## src/rtl/pc_stack_unit_pkg.sv

```systemverilog
// Shared definitions for the PC / return-address-stack unit.
//   act_t / ACT_*  : one-hot-free action code chosen each cycle
//   pc_prio()      : fixed-priority strobe encoder (clr > ret > call > ld > inc)
//   sp_width()     : stack-pointer width able to hold 0..DEPTH
package pc_stack_unit_pkg;

    typedef logic [2:0] act_t;

    localparam act_t ACT_NONE = 3'd0;
    localparam act_t ACT_CLR  = 3'd1;
    localparam act_t ACT_RET  = 3'd2;
    localparam act_t ACT_CALL = 3'd3;
    localparam act_t ACT_LD   = 3'd4;
    localparam act_t ACT_INC  = 3'd5;

    function automatic act_t pc_prio(input logic clr, input logic ret,
                                     input logic call, input logic ld,
                                     input logic inc);
        if (clr)       return ACT_CLR;
        else if (ret)  return ACT_RET;
        else if (call) return ACT_CALL;
        else if (ld)   return ACT_LD;
        else if (inc)  return ACT_INC;
        else           return ACT_NONE;
    endfunction

    // One extra bit so a full stack (sp == DEPTH) is representable.
    function automatic int sp_width(input int depth);
        return $clog2(depth) + 1;
    endfunction

endpackage

```

## src/rtl/pc_stack_unit_if.sv

```systemverilog
// Strobe/status bundle between the decoders, the PC unit and fetch.
//   slave  : the PC unit (takes strobes + A bus, drives PC and stack status)
//   master : the decoder/fetch side
interface pc_stack_unit_if
    import pc_stack_unit_pkg::*;
#(
    parameter int WIDTH = 16,
    parameter int DEPTH = 8
);
    localparam int SPW = sp_width(DEPTH);

    logic [WIDTH-1:0] A_BUS_out;
    logic             ld;
    logic             clr;
    logic             inc;
    logic             call;
    logic             ret;
    logic             stall;
    logic             flag_clr;
    logic [WIDTH-1:0] PC_out;
    logic [SPW-1:0]   sp_out;
    logic             stk_empty;
    logic             stk_full;
    logic             ovf;
    logic             unf;

    modport slave (
        input  A_BUS_out, ld, clr, inc, call, ret, stall, flag_clr,
        output PC_out, sp_out, stk_empty, stk_full, ovf, unf
    );

    modport master (
        output A_BUS_out, ld, clr, inc, call, ret, stall, flag_clr,
        input  PC_out, sp_out, stk_empty, stk_full, ovf, unf
    );

endinterface

```

## src/rtl/pc_stack_unit_ras_lifo.sv

```systemverilog
// Return-address LIFO.
//   Clock, Reset_n : clock / async active-low reset (clears sp only)
//   push, din      : write din at sp, sp+1 (caller guarantees !full)
//   pop            : sp-1 (caller guarantees !empty); never with push
//   dout           : entry at sp-1 (garbage when empty)
//   sp, full, empty: occupancy 0..DEPTH and its decodes
module ras_lifo
    import pc_stack_unit_pkg::*;
#(
    parameter int WIDTH = 16,
    parameter int DEPTH = 8,
    localparam int SPW  = sp_width(DEPTH),
    localparam int AW   = $clog2(DEPTH)
) (
    input  logic             Clock,
    input  logic             Reset_n,
    input  logic             push,
    input  logic             pop,
    input  logic [WIDTH-1:0] din,
    output logic [WIDTH-1:0] dout,
    output logic [SPW-1:0]   sp,
    output logic             full,
    output logic             empty
);
    logic [WIDTH-1:0] mem [DEPTH];
    logic [AW-1:0]    top_idx;

    // DEPTH is a power of two, so the low AW bits address the slot directly.
    assign top_idx = sp[AW-1:0] - AW'(1);
    assign dout    = mem[top_idx];
    assign full    = (sp == SPW'(DEPTH));
    assign empty   = (sp == '0);

    always_ff @(posedge Clock or negedge Reset_n) begin
        if (!Reset_n)  sp <= '0;
        else if (push) sp <= sp + SPW'(1);
        else if (pop)  sp <= sp - SPW'(1);
    end

    // Contents need no reset; only sp defines what is valid.
    always_ff @(posedge Clock) begin
        if (push) mem[sp[AW-1:0]] <= din;
    end

endmodule

```

## src/rtl/pc_stack_unit.sv

```systemverilog
// Parametrised program counter with return-address stack.
//   Clock, Reset_n : clock / async active-low reset
//   bus (slave)    : strobes clr/ret/call/ld/inc, stall, flag_clr, A_BUS_out in;
//                    PC_out, sp_out, stk_empty, stk_full, ovf, unf out
// One action per unstalled cycle, priority clr > ret > call > ld > inc.
module pc_stack_unit
    import pc_stack_unit_pkg::*;
#(
    parameter int               WIDTH     = 16,
    parameter int               DEPTH     = 8,
    parameter logic [WIDTH-1:0] RESET_VEC = '0,
    parameter logic [WIDTH-1:0] INC_STEP  = WIDTH'(1)
) (
    input logic            Clock,
    input logic            Reset_n,
    pc_stack_unit_if.slave bus
);
    localparam int SPW = sp_width(DEPTH);

    act_t             act;
    logic [WIDTH-1:0] pc_q, pc_d, pc_next_seq, ras_top;
    logic [SPW-1:0]   sp;
    logic             full, empty, push, pop;
    logic             ovf_q, unf_q, set_ovf, set_unf;

    assign act         = pc_prio(bus.clr, bus.ret, bus.call, bus.ld, bus.inc);
    assign pc_next_seq = pc_q + INC_STEP;   // wraps mod 2^WIDTH

    // Stack operations are gated here so a stalled or overflowing call never
    // disturbs the LIFO.
    assign push    = !bus.stall && (act == ACT_CALL) && !full;
    assign pop     = !bus.stall && (act == ACT_RET)  && !empty;
    assign set_ovf = (act == ACT_CALL) && full;
    assign set_unf = (act == ACT_RET)  && empty;

    always_comb begin
        pc_d = pc_q;
        unique case (act)
            ACT_CLR:  pc_d = RESET_VEC;
            ACT_RET:  if (!empty) pc_d = ras_top;
            ACT_CALL: if (!full)  pc_d = bus.A_BUS_out;
            ACT_LD:   pc_d = bus.A_BUS_out;
            ACT_INC:  pc_d = pc_next_seq;
            default:  pc_d = pc_q;
        endcase
    end

    always_ff @(posedge Clock or negedge Reset_n) begin
        if (!Reset_n)        pc_q <= RESET_VEC;
        else if (!bus.stall) pc_q <= pc_d;
    end

    // Sticky flags: a set in the same cycle beats flag_clr.
    always_ff @(posedge Clock or negedge Reset_n) begin
        if (!Reset_n) begin
            ovf_q <= 1'b0;
            unf_q <= 1'b0;
        end else if (!bus.stall) begin
            if (set_ovf)           ovf_q <= 1'b1;
            else if (bus.flag_clr) ovf_q <= 1'b0;
            if (set_unf)           unf_q <= 1'b1;
            else if (bus.flag_clr) unf_q <= 1'b0;
        end
    end

    ras_lifo #(.WIDTH(WIDTH), .DEPTH(DEPTH)) u_ras (
        .Clock   (Clock),
        .Reset_n (Reset_n),
        .push    (push),
        .pop     (pop),
        .din     (pc_next_seq),
        .dout    (ras_top),
        .sp      (sp),
        .full    (full),
        .empty   (empty)
    );

    assign bus.PC_out    = pc_q;
    assign bus.sp_out    = sp;
    assign bus.stk_empty = empty;
    assign bus.stk_full  = full;
    assign bus.ovf       = ovf_q;
    assign bus.unf       = unf_q;

endmodule

```

## src/flat_wrapper.sv

```systemverilog
// flat-port wrapper written by rule: the top's interface ports become plain ports
module pc_stack_unit_flat import pc_stack_unit_pkg::*;
#(
    parameter int               WIDTH     = 16,
    parameter int               DEPTH     = 8,
    parameter logic [WIDTH-1:0] RESET_VEC = '0,
    parameter logic [WIDTH-1:0] INC_STEP  = WIDTH'(1)
)
  (Clock, Reset_n, bus_A_BUS_out, bus_ld, bus_clr, bus_inc, bus_call, bus_ret, bus_stall, bus_flag_clr, bus_PC_out, bus_sp_out, bus_stk_empty, bus_stk_full, bus_ovf, bus_unf);
  pc_stack_unit_if #(.WIDTH(WIDTH), .DEPTH(DEPTH)) bus_i ();
  input logic Clock;
  input logic Reset_n;
  input wire logic [$bits(bus_i.A_BUS_out)-1:0] bus_A_BUS_out;
  input wire logic [$bits(bus_i.ld)-1:0] bus_ld;
  input wire logic [$bits(bus_i.clr)-1:0] bus_clr;
  input wire logic [$bits(bus_i.inc)-1:0] bus_inc;
  input wire logic [$bits(bus_i.call)-1:0] bus_call;
  input wire logic [$bits(bus_i.ret)-1:0] bus_ret;
  input wire logic [$bits(bus_i.stall)-1:0] bus_stall;
  input wire logic [$bits(bus_i.flag_clr)-1:0] bus_flag_clr;
  output wire logic [$bits(bus_i.PC_out)-1:0] bus_PC_out;
  output wire logic [$bits(bus_i.sp_out)-1:0] bus_sp_out;
  output wire logic [$bits(bus_i.stk_empty)-1:0] bus_stk_empty;
  output wire logic [$bits(bus_i.stk_full)-1:0] bus_stk_full;
  output wire logic [$bits(bus_i.ovf)-1:0] bus_ovf;
  output wire logic [$bits(bus_i.unf)-1:0] bus_unf;
  assign bus_i.A_BUS_out = bus_A_BUS_out;
  assign bus_i.ld = bus_ld;
  assign bus_i.clr = bus_clr;
  assign bus_i.inc = bus_inc;
  assign bus_i.call = bus_call;
  assign bus_i.ret = bus_ret;
  assign bus_i.stall = bus_stall;
  assign bus_i.flag_clr = bus_flag_clr;
  assign bus_PC_out = bus_i.PC_out;
  assign bus_sp_out = bus_i.sp_out;
  assign bus_stk_empty = bus_i.stk_empty;
  assign bus_stk_full = bus_i.stk_full;
  assign bus_ovf = bus_i.ovf;
  assign bus_unf = bus_i.unf;
  pc_stack_unit #(.WIDTH(WIDTH), .DEPTH(DEPTH), .RESET_VEC(RESET_VEC), .INC_STEP(INC_STEP)) u_core (.Clock(Clock), .Reset_n(Reset_n), .bus(bus_i));
endmodule
```

## config.mk

```make
export PLATFORM = sky130hd
export DESIGN_NAME = pc_stack_unit_flat
export DESIGN_NICKNAME = d
export VERILOG_FILES = /design/src/rtl/pc_stack_unit_pkg.sv /design/src/rtl/pc_stack_unit_if.sv /design/src/rtl/pc_stack_unit_ras_lifo.sv /design/src/rtl/pc_stack_unit.sv /design/src/flat_wrapper.sv
export SDC_FILE = /design/constraint.sdc
export NUM_CORES = 1
export LEC_CHECK = 0
export ABC_AREA = 0
export BUFFER_PORTS_ARGS = -buffer_cell sky130_fd_sc_hd__clkbuf_2
export CORE_UTILIZATION = 65
export DETAILED_ROUTE_END_ITERATION = 16
export GPL_ROUTABILITY_DRIVEN = 1
export GPL_TIMING_DRIVEN = 1
export PLACE_DENSITY = 0.93
export SLEW_MARGIN = 20
export SYNTH_ARGS = -nofsm -noshare
export SYNTH_HDL_FRONTEND = slang
export SYNTH_HIERARCHICAL = 1
export SYNTH_SLANG_ARGS = --single-unit
```

## constraint.sdc

```tcl
create_clock -name Clock -period 5.14 [get_ports Clock]
set_input_delay 0.514 -clock Clock [delete_from_list [all_inputs] [get_ports Clock]]
set_output_delay 0.514 -clock Clock [all_outputs]
set_load 0.005 [all_outputs]
```

==> results.md, run 1 <==
- Routed wire length: 16200 um
- CP arrival: 3.79 ns
- Data required time of the worst path: 5.57 ns
- Area Overhead vs Synth: 14.7%
- Total number of vias: 4330
- Worst-margin pin slew: 1.16 ns
- WS Path Type: register to register
- Root Buffer: clkbuf_8
- Setup crit end kind: register
- Crit path depth: 9
- Post-synthesis sequential element count: 150
- FP Rows: 36
- Design Area, Final: 0.00779 sq mm
- RSZ-0062 raised after global routing: false
- Max Freq: 298 MHz
- Cells along the critical path: inv_1, ha_1, nor3b_1, nor4bb_1, inv_1, ha_1, a211oi_2, o21ai_0, a211oi_1
- Worst-path clk slew: 0.07 ns
- CTS Buf Count: 17
- Async SR Flop Fraction: 0.147
- CP max FO: 9
- CP max stage delay: 0.74 ns
- Worst VDD drop: 381 uV
- GRT Util Overall: 0.322
- Top FF cell, synth: edfxtp_1
- Post-route ant nets: 0
- Antenna cells: 0
- Synth warn: 6
- Number of synthesized flops with an enable pin: 128
- Chip height: 104 um
- Final GP Congestion: 0.924
- Top-area cell type share of the netlist area: 0.566
- Vias/cell: 6.91
- Hold Path Class: input pin to register
- Final sum of negative setup slack: 0 ns
- I/O pin count: 49
- Reg2reg path depth: 9
- Library cells used by synthesis: 56
- Total Power: 4240 uW
- CP bufs+invs: 2
- Mapped Area: 0.00679 sq mm
- Non-filler instance count after layout: 627
- CTS tree: done
- Fillers: 554
- Max-Cap Viols: 0
- CP Launch Type: register
- Largest net degree at the start of global routing: 43
- Synth top area cells: edfxtp_1, mux4_2, dfrtp_1, mux4_1, nand2_1
- Drt first pass iters: 6
- Final setup violation count: 0
- Deepest clock path buffer count: 2
- Cells after synthesis: 426
- Number of port buffers: 48
- Skew final: 0.00838 ns
- Post-synthesis area per instance: 15.9 sq um
- Dpl cell area: 0.00714 sq mm
- Post-Syn Nets: 457
- Status: finished clean
- Worst skew pair latency: 0.52 ns
- Global-route wire length before repair: 25100 um
- Vias in the first global route: 4421
- DRC violations left: 0
- H-tree levels: 4
- Pwr dens: 544 mW/mm^2
- Total grt overflow: 0
- Sequential area share after synthesis: 0.647
- Final number of max-transition violations: 0
- Post-CTS resize count: 0
- WL per Instance: 25.8 um
- Initial antenna violation count: 0
- Nets@finish: 512
- Max-slew headroom: 0.225
- Util after Layout: 0.783
- Delay-heaviest family, CP: simple AND/OR/NAND/NOR gates
- Share of cells above drive strength 1: 0.287
- Final min period: 3.36 ns
- Initial DRC Count: 608
- Post-synth top area cell: edfxtp_1
- DPL Wire Length: 9320 um
- Cell Count Post-Placement: 594
- Hold Path Stages: 4
- CP max-delay cell: nor4bb_1
- Tcrit/Tclk final: 0.653
- Final Hold Viols: 0
- Initial Util: 0.682
- Clk sink count: 150
- Core box area: 0.00995 sq mm
- P_leak: 0.00281 uW
- Die area: 0.0109 sq mm
- Die width: 104 um
- R2r setup slk: 1.78 ns
[cells in the mapped netlist, types with 9 or more instances]
cell type	instances
edfxtp_1	128
nand2_1	33
mux4_2	26
dfrtp_1	22
nor2_1	18
a21oi_1	17
o21ai_0	16
nor3b_1	13
a22o_1	11
mux2_2	11
clkbuf_1	10
nand3_1	9
xnor2_1	9
[worst min-delay path, cell delays in order]
cell,delay (ns)
clkbuf_2,0.09
nand2b_1,0.07
nand2_1,0.07
nand2_1,0.04
[layer usage]
metal / vias to the layer above / GRT usage / share of wire
met5: - / 0 / 0
met4: 0 / 0.117 / 0.028
met3: 53 / 0.0758 / 0.098
met2: 301 / 0.531 / 0.51
met1: 2165 / 0.423 / 0.36
li1: 1811 / - / -
[layout by cell type (no fill, tap or decap), types with 4 or more instances in the layout]
| cell | instances |
|---|---|
| bufinv_16 | 5 |
| edfxtp_1 | 128 |
| mux4_2 | 26 |
| o32ai_1 | 5 |
| mux4_1 | 6 |
| clkbuf_2 | 48 |
| nand2_1 | 33 |
| ha_1 | 5 |
| nand4_1 | 4 |
| mux2_4 | 6 |
| buf_4 | 11 |
| dfrtp_1 | 21 |
| o21ai_0 | 16 |
| nand3_1 | 9 |
| o22ai_1 | 4 |
| a21oi_1 | 17 |
| nor2_1 | 18 |
| nor3_1 | 4 |
| xor2_1 | 7 |
| xnor2_1 | 9 |
| nand3b_1 | 4 |
| a22o_1 | 11 |
| mux2_2 | 11 |
| nor3b_1 | 13 |
| inv_1 | 6 |
| clkbuf_16 | 16 |
[cells by family after synthesis]
family	count (synthesis)	synth area share
flip-flops	150	0.647
AND/OR/NAND/NOR	107	0.0846
AO/OA/AOI/OAI	67	0.0667
multiplexers	49	0.141
buffers and inverters	30	0.0256
XOR/XNOR	17	0.0230
adder cells (fa/ha/maj)	6	0.0122
[final timing paths]
check                                                from                              to
setup / recovery           u_core/u_ras/sp[1]$_DFFE_PN0P_  u_core/u_ras/sp[3]$_DFFE_PN0P_
hold / removal                               bus_flag_clr      u_core/bus.ovf$_DFFE_PN0P_
setup reg to reg           u_core/u_ras/sp[1]$_DFFE_PN0P_  u_core/u_ras/sp[3]$_DFFE_PN0P_
hold reg to reg                u_core/bus.ovf$_DFFE_PN0P_      u_core/bus.ovf$_DFFE_PN0P_
max in group asynchronous                         Reset_n  u_core/u_ras/sp[0]$_DFFE_PN0P_
min in group asynchronous                         Reset_n  u_core/u_ras/sp[1]$_DFFE_PN0P_
[power by group]
| part | switching, uW | internal (uW) | total [uW] |
|---|---|---|---|
| Sequential | 97.6 | 1440 | 1540 |
| Clock | 498 | 843 | 1340 |
| Combinational | 676 | 682 | 1360 |
[what timing repair did]
item                      in CTS  in global routing
setup buffers                  0                  0
hold buffers                   1                  0
hold endpoints to repair      10                  0
[flip-flops by register name, summed over array words and instances, names as in the netlist]
name / cells
u_core/u_ras/mem: 128
u_core/bus.PC_out: 16
u_core/u_ras/sp: 4
u_core/bus.ovf: 1
u_core/bus.unf: 1
[layout make-up]
| cell class | count | area (sq um) | area share |
|---|---|---|---|
| Multi-Input combinational cell | 246 | 2230 | 0.287 |
| Sequential cell | 150 | 4400 | 0.564 |
| Clock inverter | 14 | 221 | 0.0284 |
| Tap cell | 133 | 166 | 0.0214 |
| Clock buffer | 18 | 418 | 0.0536 |
| Inverter | 6 | 22.5 | 0.00289 |
| Timing Repair Buffer | 60 | 333 | 0.0427 |
[per-stage QoR]
stage / hold slack (ns) / setup WS, ns
after floorplan: 0.218 / 1.69
after global placement: 0.462 / 2.11
after detailed placement: 0.458 / 1.94
after CTS: 0.271 / 1.87
after global routing: 0.278 / 1.58
final: 0.285 / 1.78
No activity file was read; power rests on OpenSTA's default activity.
==> run 2, diff against run 1 <==
Settings changed: CORE_UTILIZATION 65 to 54, PLACE_DENSITY 0.93 to 0.83.
Clock period 5.14 ns to 2.85 ns, I/O delays scaled along.
==> run 2 against run 1 <==
Against the previous run: power up 75%; worst hold slack got worse by 0.11 ns; critical path depth unchanged; global-route usage fell by 6.4 points; sequential power increased by 78%; non-clock buffer count grew 11; die area is 20% higher; core utilization is 13 points lower; critical endpoint unchanged.
==> results.md, run 2 (same netlist as run 1, synthesis figures left out) <==
- R2r setup slk: 0.34 ns
- Sequential Power Share: 0.369
- Hold_sp: bus_flag_clr
- Hold Path Class: input pin to register
- CP max stage delay: 0.44 ns
- Final setup violation count: 0
- CP max FO: 5
- CP Launch Type: register
- Initial Util: 0.561
- Data required time of the worst path: 3.18 ns
- Deepest clock path buffer count: 2
- Nets@finish: 523
- DPL Wire Length: 9900 um
- Dpl cell area: 0.00729 sq mm
- Total number of vias: 4242
- Commonest non-fill, non-tap cell in the layout: edfxtp_1
- Core box area: 0.0121 sq mm
- Delay-heaviest family, CP: compound AO/OA/AOI/OAI gates
- Tcrit/Tclk final: 0.881
- CP arrival: 2.84 ns
- Max Freq: 398 MHz
- Chip height: 114 um
- Final min period: 2.51 ns
- Worst-path clk slew: 0.06 ns
- Initial antenna violation count: 0
- Final GP Congestion: 0.866
- R2R Path End: u_core/u_ras/sp[3]$_DFFE_PN0P_
- Reg2reg path depth: 9
- Setup WS post-layout: 0.340 ns
- Net switching power: 2260 uW
- Post-route ant nets: 0
- Fillers: 839
- WS Path Type: register to register
- Setup crit end kind: register
- Root Buffer: clkbuf_16
- CP bufs+invs: 2
- CTS tree: done
- Number of port buffers: 48
- Design Area, Final: 0.00788 sq mm
- Share of cells above drive strength 1: 0.309
- Vias/cell: 6.30
- Vias in the first global route: 4260
- Pint: 5180 uW
- Most frequent cells in the layout: edfxtp_1, clkbuf_2, nand2_1
- Global-route wire length before repair: 23800 um
- RR Startpoint: u_core/u_ras/sp[0]$_DFFE_PN0P_
- Routed wire length: 15500 um
- RSZ-0062 raised after global routing: false
- Setup WS pre-CTS: 0.323 ns
- Antenna cells: 0
- Cells along the critical path: inv_1, ha_1, nor3b_1, nor4bb_2, inv_1, ha_1, a211oi_2, o21ai_0, a211oi_1
- GRT Util Overall: 0.258
- Worst VDD drop: 879 uV
- Clock power frac: 0.294
- Hold Path Stages: 4
- Max-slew headroom: 0.416
- Total grt overflow: 0
- Max-Cap Viols: 0
- H-tree levels: 4
- WL per Instance: 23.1 um
- CP max-delay cell: nor3b_1
- I/O pin count: 49
- P_leak: 0.00284 uW
- Sw Share: 0.304
- DRC violations left: 0
- Initial DRC Count: 438
- Pwr dens: 944 mW/mm^2
- Die width: 114 um
- Skew final: 0.00772 ns
- CTS Buf Count: 17
- Die area: 0.0130 sq mm
- FP Rows: 40
- Worst-margin pin slew: 0.869 ns
- Worst skew pair latency: 0.43 ns
- Status: finished clean
- Max FFs per register: 128
- Largest net degree at the start of global routing: 38
- Combinational share of power: 0.337
- Area Overhead vs Synth: 16.0%
- Drt first pass iters: 5
- Clk sink count: 150
- Min-Delay Endpoint: u_core/bus.ovf$_DFFE_PN0P_
- Post-CTS resize count: 0
- Final Hold Viols: 0
- Final number of max-transition violations: 0
## run 2: cell count changes in the layout (fill, tap and decap cells not counted), sizes merged
| cell | delta |
|---|---|
| inv | -1 |
| buf | +11 |
| clkbuf | -1 |
| clkinvlp | +3 |
| bufinv | -3 |
| clkinv | +2 |
## run 2: what timing repair did
action,4_1_cts,5_1_grt
hold buffers,1,0
setup buffers,0,0
hold endpoints to repair,22,0
setup endpoints to repair,0,0
## run 2: area by class of cell
cell class                      instances  area [sq um]  area share
Sequential cell                       150          4400       0.558
Clock inverter                         15           155      0.0197
Clock buffer                           17           425      0.0540
Inverter                                6          22.5     0.00286
Tap cell                              168           210      0.0267
Multi-Input combinational cell        246          2240       0.284
Timing Repair Buffer                   71           428      0.0543
## run 2: per-stage QoR
step	power (uW)	utilization	instances	hold WS [ns]	TNS, ns
4_1_cts	7470	0.650	673	0.158	0
6_report	7440	0.650	673	0.175	0
5_1_grt	7740	0.650	673	0.193	0
3_5_place_dp	5280	0.602	640	0.332	0
2_1_floorplan	4690	-	426	-0.0106	-4.02
3_3_place_gp	5160	0.602	640	0.309	0
## run 2: power groups by stage
stage	Combinational [uW]	Clock [uW]	Sequential, uW
after detailed placement	2490	0	2780
after floorplan	1930	0	2760
final	2510	2190	2740
after global placement	2390	0	2780
after global routing	2690	2290	2760
after CTS	2530	2210	2740
## run 2: how the worst max path moves through the flow
stage,slack [ns],startpoint,to,cells after the start
3_5_place_dp,0.32,u_core/u_ras/sp[0]$_DFFE_PN0P_,u_core/bus.PC_out[3]$_DFFE_PN0P_,6
6_report,0.34,u_core/u_ras/sp[0]$_DFFE_PN0P_,u_core/u_ras/sp[3]$_DFFE_PN0P_,9
3_3_place_gp,0.40,u_core/u_ras/sp[0]$_DFFE_PN0P_,u_core/bus.PC_out[9]$_DFFE_PN0P_,6
2_1_floorplan,-0.05,u_core/u_ras/sp[0]$_DFFE_PN0P_,u_core/u_ras/mem[5][0]$_DFFE_PP_,8
5_1_grt,0.14,u_core/u_ras/sp[0]$_DFFE_PN0P_,u_core/u_ras/sp[3]$_DFFE_PN0P_,9
4_1_cts,0.31,u_core/u_ras/sp[0]$_DFFE_PN0P_,u_core/bus.PC_out[3]$_DFFE_PN0P_,6
## run 2: tightest hold or removal path: stages
cell,delay [ns]
clkbuf_2,0.08
nand2b_1,0.06
nand2_1,0.08
nand2_1,0.05
## run 2: per-layer routing
layer / up-vias / routed length [um] / track usage
met2: 233 / 7490 / 0.413
met1: 2136 / 6450 / 0.348
met3: 42 / 1200 / 0.0630
met5: - / 0 / 0
met4: 0 / 385 / 0.0892
li1: 1831 / - / -
